===== src/rtl/pipe_hazard_ctrl.sv =====
// Hazard/pipeline control for the five-stage pipeline:
// load-use stall, branch flush, MDU stall FSM, forwarding, stall counter.
module pipe_hazard_ctrl #(
  parameter int MDU_LAT = 3
) (
  input  logic        clk,
  input  logic        rst_n,
  input  logic [4:0]  id_rs,
  input  logic [4:0]  id_rt,
  input  logic        id_uses_rt,
  input  logic [4:0]  ex_rs,
  input  logic [4:0]  ex_rt,
  input  logic [4:0]  ex_rd,
  input  logic        ex_mem_read,
  input  logic        ex_mdu_start,
  input  logic        ex_branch_taken,
  input  logic [4:0]  mem_rd,
  input  logic        mem_reg_write,
  input  logic [4:0]  wb_rd,
  input  logic        wb_reg_write,
  output logic        pc_we,
  output logic        ifid_we,
  output logic        idex_we,
  output logic        ifid_flush,
  output logic        idex_flush,
  output logic        exmem_bubble,
  output logic [1:0]  fwd_a,
  output logic [1:0]  fwd_b,
  output logic        mdu_busy,
  output logic [15:0] stall_count
);

  typedef enum logic [1:0] {
    RUN,
    MDU_BUSY,
    MDU_DONE
  } state_t;

  localparam bit MDU_MULTI = (MDU_LAT > 1);
  localparam bit MDU_SHORT = (MDU_LAT == 2);
  localparam logic [3:0] CNT_INIT =
    4'(MDU_LAT > 1 ? MDU_LAT - 2 : 0);

  state_t     state;
  state_t     state_n;
  logic [3:0] cnt;
  logic [3:0] cnt_n;
  logic       mdu_stall;
  logic       load_use;
  logic       br_sel;
  logic       lu_sel;

  always_ff @(posedge clk or negedge rst_n) begin
    if (!rst_n) begin
      state <= RUN;
      cnt   <= 4'd0;
    end else begin
      state <= state_n;
      cnt   <= cnt_n;
    end
  end

  always_comb begin
    state_n   = state;
    cnt_n     = cnt;
    mdu_stall = 1'b0;
    unique case (state)
      RUN: begin
        if (ex_mdu_start && MDU_MULTI) begin
          mdu_stall = 1'b1;
          cnt_n     = CNT_INIT;
          state_n   = MDU_SHORT ? MDU_DONE : MDU_BUSY;
        end
      end
      MDU_BUSY: begin
        mdu_stall = 1'b1;
        cnt_n     = cnt - 4'd1;
        if (cnt == 4'd1)
          state_n = MDU_DONE;
      end
      MDU_DONE: state_n = RUN;
      default:  state_n = RUN;
    endcase
  end

  assign load_use = ex_mem_read && (ex_rd != 5'd0) &&
                    ((ex_rd == id_rs) ||
                     (id_uses_rt && (ex_rd == id_rt)));

  // Mutually exclusive selects encode the priority order.
  assign br_sel = ex_branch_taken && !mdu_stall;
  assign lu_sel = load_use && !mdu_stall && !ex_branch_taken;

  always_comb begin
    pc_we        = 1'b1;
    ifid_we      = 1'b1;
    idex_we      = 1'b1;
    ifid_flush   = 1'b0;
    idex_flush   = 1'b0;
    exmem_bubble = 1'b0;
    unique case (1'b1)
      mdu_stall: begin
        pc_we        = 1'b0;
        ifid_we      = 1'b0;
        idex_we      = 1'b0;
        exmem_bubble = 1'b1;
      end
      br_sel: begin
        ifid_flush = 1'b1;
        idex_flush = 1'b1;
      end
      lu_sel: begin
        pc_we      = 1'b0;
        ifid_we    = 1'b0;
        idex_flush = 1'b1;
      end
      default: ;
    endcase
  end

  always_comb begin
    fwd_a = 2'b00;
    if (mem_reg_write && mem_rd != 5'd0 && mem_rd == ex_rs)
      fwd_a = 2'b10;
    else if (wb_reg_write && wb_rd != 5'd0 && wb_rd == ex_rs)
      fwd_a = 2'b01;
  end

  always_comb begin
    fwd_b = 2'b00;
    if (mem_reg_write && mem_rd != 5'd0 && mem_rd == ex_rt)
      fwd_b = 2'b10;
    else if (wb_reg_write && wb_rd != 5'd0 && wb_rd == ex_rt)
      fwd_b = 2'b01;
  end

  assign mdu_busy = (state == MDU_BUSY);

  always_ff @(posedge clk or negedge rst_n) begin
    if (!rst_n)
      stall_count <= 16'd0;
    else if (!pc_we && stall_count != 16'hFFFF)
      stall_count <= stall_count + 16'd1;
  end

endmodule


===== config.mk =====
export PLATFORM = sky130hd
export DESIGN_NAME = pipe_hazard_ctrl
export DESIGN_NICKNAME = d
export VERILOG_FILES = /design/src/rtl/pipe_hazard_ctrl.sv
export SDC_FILE = /design/constraint.sdc
export NUM_CORES = 1
export LEC_CHECK = 0
export BUFFER_PORTS_ARGS = -buffer_cell sky130_fd_sc_hd__buf_4
export CORE_MARGIN = 3
export CORE_UTILIZATION = 37
export CTS_CLUSTER_DIAMETER = 30
export DETAILED_ROUTE_END_ITERATION = 8
export PLACE_DENSITY = 0.66
export SLEW_MARGIN = 5
export SYNTH_ARGS = -nofsm -noshare
export SYNTH_HDL_FRONTEND = slang
export SYNTH_SLANG_ARGS = --single-unit

===== constraint.sdc =====
create_clock -name clk -period 2.8 [get_ports clk]
set_input_delay 0.56 -clock clk [delete_from_list [all_inputs] [get_ports clk]]
set_output_delay 0.56 -clock clk [all_outputs]
set_load 0.02 [all_outputs]

==> results of run 1 <==
-- where the power goes --
group	leakage, nW	switching [mW]	internal, mW
combinational	0.682	0.435	0.381
sequential	0.270	0.120	0.422
clock	0.0288	0.101	0.125
-- stage by stage --
stage | total power [mW] | hold WS (ns) | area [sq um] | cells | util [%]
final | 1.58 | 0.172 | 2120 | 273 | 56.1
after detailed placement | 1.37 | 0.466 | 2060 | 269 | 54.7
after global routing | 1.70 | 0.189 | 2120 | 273 | 56.1
after CTS | 1.60 | 0.187 | 2120 | 273 | 56.1
after floorplan | 1.05 | 0.264 | 1500 | 153 | -
after global placement | 1.36 | 0.466 | 2060 | 269 | 54.7
-- cells by family (layout without fill, tap and decap cells) --
kind of cell    Yosys count  count (layout)  share of synthesized area [%]
compound gates           21              21                           9.88
xor+xnor                 41              41                           24.0
mux                       4               4                           2.93
simple gates             54              54                           21.1
buf+inv                   8              80                           2.76
flops                    22              22                           36.8
fa+ha+maj                 3               3                           2.51
-- worst max path at each step --
stage | start | slack [ns] | end | cells past startpoint
after floorplan | mem_rd[1] | 0.06 | fwd_a[0] | 4
after global placement | ex_rd[3] | 0.17 | pc_we | 6
after detailed placement | ex_rd[3] | 0.11 | ifid_we | 6
after CTS | ex_rd[3] | 0.12 | ifid_we | 6
after global routing | ex_rd[3] | 0.03 | pc_we | 6
final | ex_rd[3] | 0.15 | ifid_we | 6
-- critical path, cell delays in order --
cell and delay, ns:
sky130_fd_sc_hd__buf_4 0.12, sky130_fd_sc_hd__xor2_1 0.16, sky130_fd_sc_hd__nor4_2 0.27, sky130_fd_sc_hd__a32oi_1 0.21, sky130_fd_sc_hd__o41a_1 0.55, sky130_fd_sc_hd__buf_4 0.22
-- routing by layer --
layer / vias up / wire (um) / GRT usage (%)
li1: 698 / - / -
met5: - / 0 / 0
met2: 40 / 1760 / 24.5
met3: 5 / 229 / 3.19
met4: 0 / 29 / 3.25
met1: 650 / 1760 / 21.7
-- cell type report --
class	instances	share of cell area [%]
Clock buffer	4	2.60
Inverter	6	1.06
Multi-Input combinational cell	123	42.7
Sequential cell	22	26.0
Tap cell	48	2.84
Timing Repair Buffer	70	24.8
-- state kept, by name, summed over array words and instances, names as in the netlist --
register	count
stall_count	16
cnt	4
state	2
-- cells in the mapped netlist, drive strengths merged (2+ instances only) --
cell,count
nor2,8
inv,6
mux2,3
o21a,2
a22o,2
nand4,6
xor2,28
or3,3
nand3,11
buf,2
nor3,4
nor4,6
and3,4
nand2b,2
xnor2,13
nand2,3
ha,3
dfrtp,22
o21ai,8
or4,5
-- layout by cell type, fill, tap and decap left out, drive strengths merged, types with 3 or more instances in the layout --
master,count
clkbuf,4
nor2,8
dfrtp,22
inv,6
nor3,4
nor4,6
ha,3
nand2,3
or3,3
xnor2,13
buf,70
nand3,11
mux2,3
xor2,28
or4,5
nand4,6
o21ai,8
and3,4
==> impl_metrics.prom, run 1 <==
# TYPE chip_impl_metric gauge
chip_impl_metric{name="grt_util_all_layers",unit="%"} 15.5
chip_impl_info{name="reg2reg_from",value="stall_count[0]$_DFFE_PN0P_"} 1
chip_impl_metric{name="routed_wirelength_normalized_by_instance_count",unit="um"} 13.9
chip_impl_metric{name="max_clock_freq",unit="MHz"} 377
chip_impl_metric{name="layout.area.seq",unit="sq um"} 551
chip_impl_metric{name="layout-area-overhead-vs-synth",unit="%"} 41.6
chip_impl_metric{name="dpl.hpwl",unit="um"} 3120
chip_impl_metric{name="detailedRoute.firstIterationViolations",unit=""} 47
chip_impl_metric{name="hold_buffer_count_at_cts",unit=""} 0
chip_impl_metric{name="timing.final.ws_setup",unit="ns"} 0.148
chip_impl_metric{name="final_worst_clock_skew",unit="ns"} 0.00514
chip_impl_metric{name="num-fill-cells",unit=""} 372
chip_impl_metric{name="synth_cells",unit=""} 153
chip_impl_metric{name="core",unit="sq um"} 3770
chip_impl_metric{name="dr_total_vias",unit=""} 1393
chip_impl_metric{name="synth_register_bits",unit=""} 22
chip_impl_metric{name="drt-vias-per-instance",unit=""} 5.10
chip_impl_metric{name="net_total_in_the_final_layout",unit=""} 272
chip_impl_metric{name="first_pass_iters",unit=""} 4
chip_impl_metric{name="worst-r2r-setup-slack",unit="ns"} 0.61
chip_impl_metric{name="relSlewSlack",unit="%"} 70.0
chip_impl_metric{name="max_clock_buf_depth",unit=""} 2
chip_impl_metric{name="port_buffers",unit=""} 69
chip_impl_metric{name="synth_cell_types",unit=""} 37
chip_impl_metric{name="gr-total-overflow",unit=""} 0
chip_impl_metric{name="cts.reportedPaths.clkPinSlew",unit="ns"} 0.08
chip_impl_metric{name="synth-async-reset-ratio",unit="%"} 100
chip_impl_metric{name="netlist.area_leader.share",unit="%"} 36.8
chip_impl_metric{name="ctsResizeCount",unit=""} 0
chip_impl_metric{name="slew_viol_final",unit=""} 0
chip_impl_info{name="yosys.area.top_type",value="sky130_fd_sc_hd__dfrtp_1"} 1
chip_impl_metric{name="timing.final.hold_violations",unit=""} 0
chip_impl_info{name="synth_flop_cell",value="sky130_fd_sc_hd__dfrtp_1"} 1
chip_impl_metric{name="synth_warnings",unit=""} 0
chip_impl_metric{name="first_global_vias",unit=""} 1327
chip_impl_info{name="worstSetupPathType",value="in2out"} 1
chip_impl_metric{name="syn-num-nets",unit=""} 199
chip_impl_metric{name="cts_setup_buffers",unit=""} 0
chip_impl_info{name="cts_tree",value="done"} 1
chip_impl_metric{name="worst_pin_slew",unit="ns"} 0.449
chip_impl_info{name="worstReg2RegEnd",value="stall_count[1]$_DFFE_PN0P_"} 1
chip_impl_metric{name="initial_antenna_violation_count",unit=""} 0
chip_impl_info{name="critPathLaunchType",value="input pin"} 1
chip_impl_info{name="grt_setup_unrepaired",value="no"} 1
chip_impl_metric{name="grt_first_pass_wirelength",unit="um"} 6300
chip_impl_metric{name="power_density",unit="nW/um^2"} 748
chip_impl_metric{name="critical_path_peak_fanout",unit=""} 9
chip_impl_metric{name="cts-buffers-inserted",unit=""} 3
chip_impl_metric{name="number_of_enable_type_register_cells_in_the_synthesized_netlist",unit=""} 0
chip_impl_metric{name="postRouteWirelength",unit="um"} 3790
chip_impl_metric{name="maxCapViolCount",unit=""} 0
chip_impl_metric{name="htree_num_levels",unit=""} 1
chip_impl_info{name="run_status",value="complete, no violations"} 1
chip_impl_metric{name="site_row_count",unit=""} 22
chip_impl_metric{name="worst-endpoint-required",unit="ns"} 2.24
chip_impl_metric{name="place_ws",unit="ns"} 0.113
chip_impl_metric{name="antenna_cells_inserted",unit=""} 0
chip_impl_metric{name="top_level_ports",unit=""} 70
chip_impl_metric{name="ys_seq_area_share",unit="%"} 36.8
chip_impl_metric{name="start_util",unit="%"} 39.6
chip_impl_metric{name="setup_total_negative_slack",unit="ns"} 0
chip_impl_metric{name="die_w",unit="um"} 69.6
chip_impl_metric{name="power.ir.vdd_worst",unit="uV"} 579
chip_impl_metric{name="design.die.area",unit="sq um"} 4840
chip_impl_metric{name="post-route-drc-count",unit=""} 0
chip_impl_info{name="cell_chosen_for_the_clock_root",value="sky130_fd_sc_hd__clkbuf_8"} 1
chip_impl_metric{name="gp_routability_congestion",unit=""} 0.820
chip_impl_metric{name="clkSinkCount",unit=""} 22
chip_impl_metric{name="clock_latency_on_the_worst_skew_pair",unit="ns"} 0.26
chip_impl_metric{name="finalCriticalPeriod",unit="ns"} 2.65
chip_impl_metric{name="worst_ep_arrival_time",unit="ns"} 2.09
chip_impl_metric{name="grt_max_degree",unit=""} 23
chip_impl_metric{name="area_of_the_multi_input_gates",unit="sq um"} 903
chip_impl_metric{name="synthesis.area_per_instance",unit="sq um"} 9.77
chip_impl_metric{name="synth.cell_area",unit="sq um"} 1500
chip_impl_metric{name="timing.reg2reg.worst_path_depth",unit=""} 6
chip_impl_info{name="yosys-top-cells-area",value="sky130_fd_sc_hd__dfrtp_1, sky130_fd_sc_hd__xor2_1, sky130_fd_sc_hd__xnor2_1, sky130_fd_sc_hd__nand3_1, sky130_fd_sc_hd__ha_1"} 1
chip_impl_metric{name="ant_nets",unit=""} 0
chip_impl_metric{name="chipHeight",unit="um"} 69.6
chip_impl_metric{name="drive_gt1_share",unit="%"} 35.1
chip_impl_metric{name="share_of_the_clock_period_used_by_the_worst_path",unit="%"} 94.7
chip_impl_info{name="worst_min_delay_path_class",value="in2async"} 1
chip_impl_metric{name="power.static_leakage",unit="nW"} 0.981
chip_impl_info{name="crit_path_end_kind",value="primary output"} 1
chip_impl_metric{name="report.final.setup_viol",unit=""} 0
(Power assumes the default switching activity.)
==> inputs of run 2 (changes only) <==
- CORE_MARGIN: 3 -> 1.5
==> impl_metrics.prom, run 2 (synthesis results as in run 1) <==
# TYPE chip_impl_metric gauge
chip_impl_metric{name="max_stage_delay",unit="ns"} 0.50
chip_impl_metric{name="relSlewSlack",unit="%"} 70.4
chip_impl_metric{name="site_row_count",unit=""} 22
chip_impl_metric{name="timing.final.hold_violations",unit=""} 0
chip_impl_metric{name="setup_total_negative_slack",unit="ns"} 0
chip_impl_metric{name="cts-buffers-inserted",unit=""} 3
chip_impl_metric{name="grt_first_pass_wirelength",unit="um"} 5740
chip_impl_metric{name="postRouteWirelength",unit="um"} 3800
chip_impl_info{name="grt_setup_unrepaired",value="no"} 1
chip_impl_metric{name="clock_latency_on_the_worst_skew_pair",unit="ns"} 0.26
chip_impl_metric{name="final_worst_clock_skew",unit="ns"} 0.00135
chip_impl_metric{name="port_buffers",unit=""} 69
chip_impl_metric{name="gp_routability_congestion",unit=""} 0.771
chip_impl_metric{name="drt-vias-per-instance",unit=""} 5.14
chip_impl_metric{name="top_level_ports",unit=""} 70
chip_impl_metric{name="hold_buffer_count_at_cts",unit=""} 0
chip_impl_metric{name="share_of_the_clock_period_used_by_the_worst_path",unit="%"} 91.8
chip_impl_info{name="most_frequent_standard_cell_in_the_layout_excluding_fill_and_tap_cells",value="sky130_fd_sc_hd__buf_4"} 1
chip_impl_metric{name="ant_nets",unit=""} 0
chip_impl_info{name="worst_min_delay_path_class",value="in2async"} 1
chip_impl_metric{name="power.static_leakage",unit="nW"} 0.986
chip_impl_metric{name="first_global_vias",unit=""} 1302
chip_impl_metric{name="worst_ep_arrival_time",unit="ns"} 2.01
chip_impl_metric{name="first_pass_iters",unit=""} 5
chip_impl_metric{name="power_density",unit="nW/um^2"} 753
chip_impl_metric{name="worst-endpoint-required",unit="ns"} 2.24
chip_impl_metric{name="max_clock_freq",unit="MHz"} 389
chip_impl_metric{name="slew_viol_final",unit=""} 0
chip_impl_info{name="path_delay_family",value="simple AND/OR/NAND/NOR gates"} 1
chip_impl_metric{name="design.die.area",unit="sq um"} 4430
chip_impl_info{name="critPathLaunchType",value="input pin"} 1
chip_impl_info{name="cts_tree",value="done"} 1
chip_impl_info{name="run_status",value="complete, no violations"} 1
chip_impl_info{name="crit_path_end_kind",value="primary output"} 1
chip_impl_metric{name="antenna_cells_inserted",unit=""} 0
chip_impl_metric{name="routed_wirelength_normalized_by_instance_count",unit="um"} 13.9
chip_impl_metric{name="start_util",unit="%"} 39.6
chip_impl_metric{name="cts_setup_buffers",unit=""} 0
chip_impl_metric{name="htree_num_levels",unit=""} 1
chip_impl_metric{name="buffering_stage_count_on_the_worst_path_with_inverters_included",unit=""} 2
chip_impl_metric{name="cts.reportedPaths.clkPinSlew",unit="ns"} 0.08
chip_impl_info{name="slowest_stage",value="sky130_fd_sc_hd__or4_1"} 1
chip_impl_info{name="top_register_by_number_of_flip_flops",value="stall_count"} 1
chip_impl_metric{name="worst-r2r-setup-slack",unit="ns"} 0.64
chip_impl_metric{name="clkSinkCount",unit=""} 22
chip_impl_metric{name="core",unit="sq um"} 3770
chip_impl_info{name="layout.cells.most_common_list",value="sky130_fd_sc_hd__buf_4, sky130_fd_sc_hd__xor2_1, sky130_fd_sc_hd__dfrtp_1"} 1
chip_impl_metric{name="largest_reg_flops",unit=""} 16
chip_impl_info{name="critical_path.cell_chain",value="buf_4, or4_1, o21ai_0, nor4_1, nor4_1, buf_4"} 1
chip_impl_info{name="cell_chosen_for_the_clock_root",value="sky130_fd_sc_hd__clkbuf_8"} 1
chip_impl_metric{name="totalPowerFinal",unit="mW"} 1.60
chip_impl_info{name="largest_registers",value="stall_count x16, cnt x4, state x2"} 1
chip_impl_metric{name="dpl.hpwl",unit="um"} 3070
chip_impl_metric{name="grt_max_degree",unit=""} 23
chip_impl_metric{name="report.final.setup_viol",unit=""} 0
chip_impl_metric{name="finalCriticalPeriod",unit="ns"} 2.57
chip_impl_metric{name="power.ir.vdd_worst",unit="uV"} 551
chip_impl_metric{name="maxCapViolCount",unit=""} 0
chip_impl_metric{name="ctsResizeCount",unit=""} 0
chip_impl_metric{name="net_total_in_the_final_layout",unit=""} 273
chip_impl_metric{name="grt_util_all_layers",unit="%"} 16.9
chip_impl_metric{name="gr-total-overflow",unit=""} 0
chip_impl_metric{name="layout-area-overhead-vs-synth",unit="%"} 42.1
chip_impl_metric{name="dr_total_vias",unit=""} 1407
chip_impl_metric{name="critical_path_peak_fanout",unit=""} 3
chip_impl_metric{name="die_w",unit="um"} 66.6
chip_impl_metric{name="post-route-drc-count",unit=""} 0
chip_impl_metric{name="worst_pin_slew",unit="ns"} 0.444
chip_impl_metric{name="initial_antenna_violation_count",unit=""} 0
chip_impl_metric{name="drive_gt1_share",unit="%"} 35.4
chip_impl_metric{name="num-fill-cells",unit=""} 344
chip_impl_metric{name="detailedRoute.firstIterationViolations",unit=""} 19
chip_impl_metric{name="chipHeight",unit="um"} 66.6
chip_impl_metric{name="max_clock_buf_depth",unit=""} 2
chip_impl_info{name="worstSetupPathType",value="in2out"} 1
[run 2: layer usage]
metal / part of all wire (%) / vias to the layer above / track usage, %
li1: - / 702 / -
met1: 44 / 653 / 21.7
met2: 47 / 47 / 28.4
met3: 7.7 / 5 / 3.55
met4: 1.0 / 0 / 5.36
met5: 0 / - / 0
[run 2: final cells by class]
cell class                      count  area, sq um  area share [%]
Multi-Input combinational cell    123          903            42.5
Timing Repair Buffer               71          533            25.1
Tap cell                           48         60.1            2.83
Sequential cell                    22          551            25.9
Clock buffer                        4         55.1            2.59
Inverter                            6         22.5            1.06
[run 2: worst register-to-register path, delay by kind of cell (launching register included)]
family	cells	cell delay, ns
multiplexers	1	0.35
AO/OA/AOI/OAI	2	0.45
AND/OR/NAND/NOR	2	0.59
flip-flops	1	0.43
adder cells (fa/ha/maj)	1	0.23
[run 2: where the power goes]
part	total, mW	switching [mW]	leakage [nW]	internal [mW]
combinational	0.828	0.438	0.687	0.390
clock	0.231	0.106	0.0288	0.126
sequential	0.541	0.118	0.270	0.422
[run 2: path summary, 6_finish.rpt]
path                                             start                     endpoint  cells after the start
max                                          mem_rd[1]                     fwd_b[0]                      6
min                                              rst_n   stall_count[6]$_DFFE_PN0P_                      1
max reg2reg                 stall_count[0]$_DFFE_PN0P_   stall_count[1]$_DFFE_PN0P_                      6
min reg2reg                stall_count[15]$_DFFE_PN0P_  stall_count[15]$_DFFE_PN0P_                      1
max in group asynchronous                        rst_n  stall_count[15]$_DFFE_PN0P_                      1
min in group clk           stall_count[15]$_DFFE_PN0P_  stall_count[15]$_DFFE_PN0P_                      1
[run 2: stage by stage]
stage	instances	util (%)	worst slack (ns)	hold slack (ns)	area [sq um]
after CTS	274	56.3	0.218	0.178	2120
after detailed placement	270	54.9	0.205	0.472	2070
after floorplan	153	-	0.0630	0.264	1500
after global routing	274	56.3	0.0750	0.180	2120
final	274	56.3	0.229	0.168	2120
after global placement	270	54.9	0.250	0.468	2070
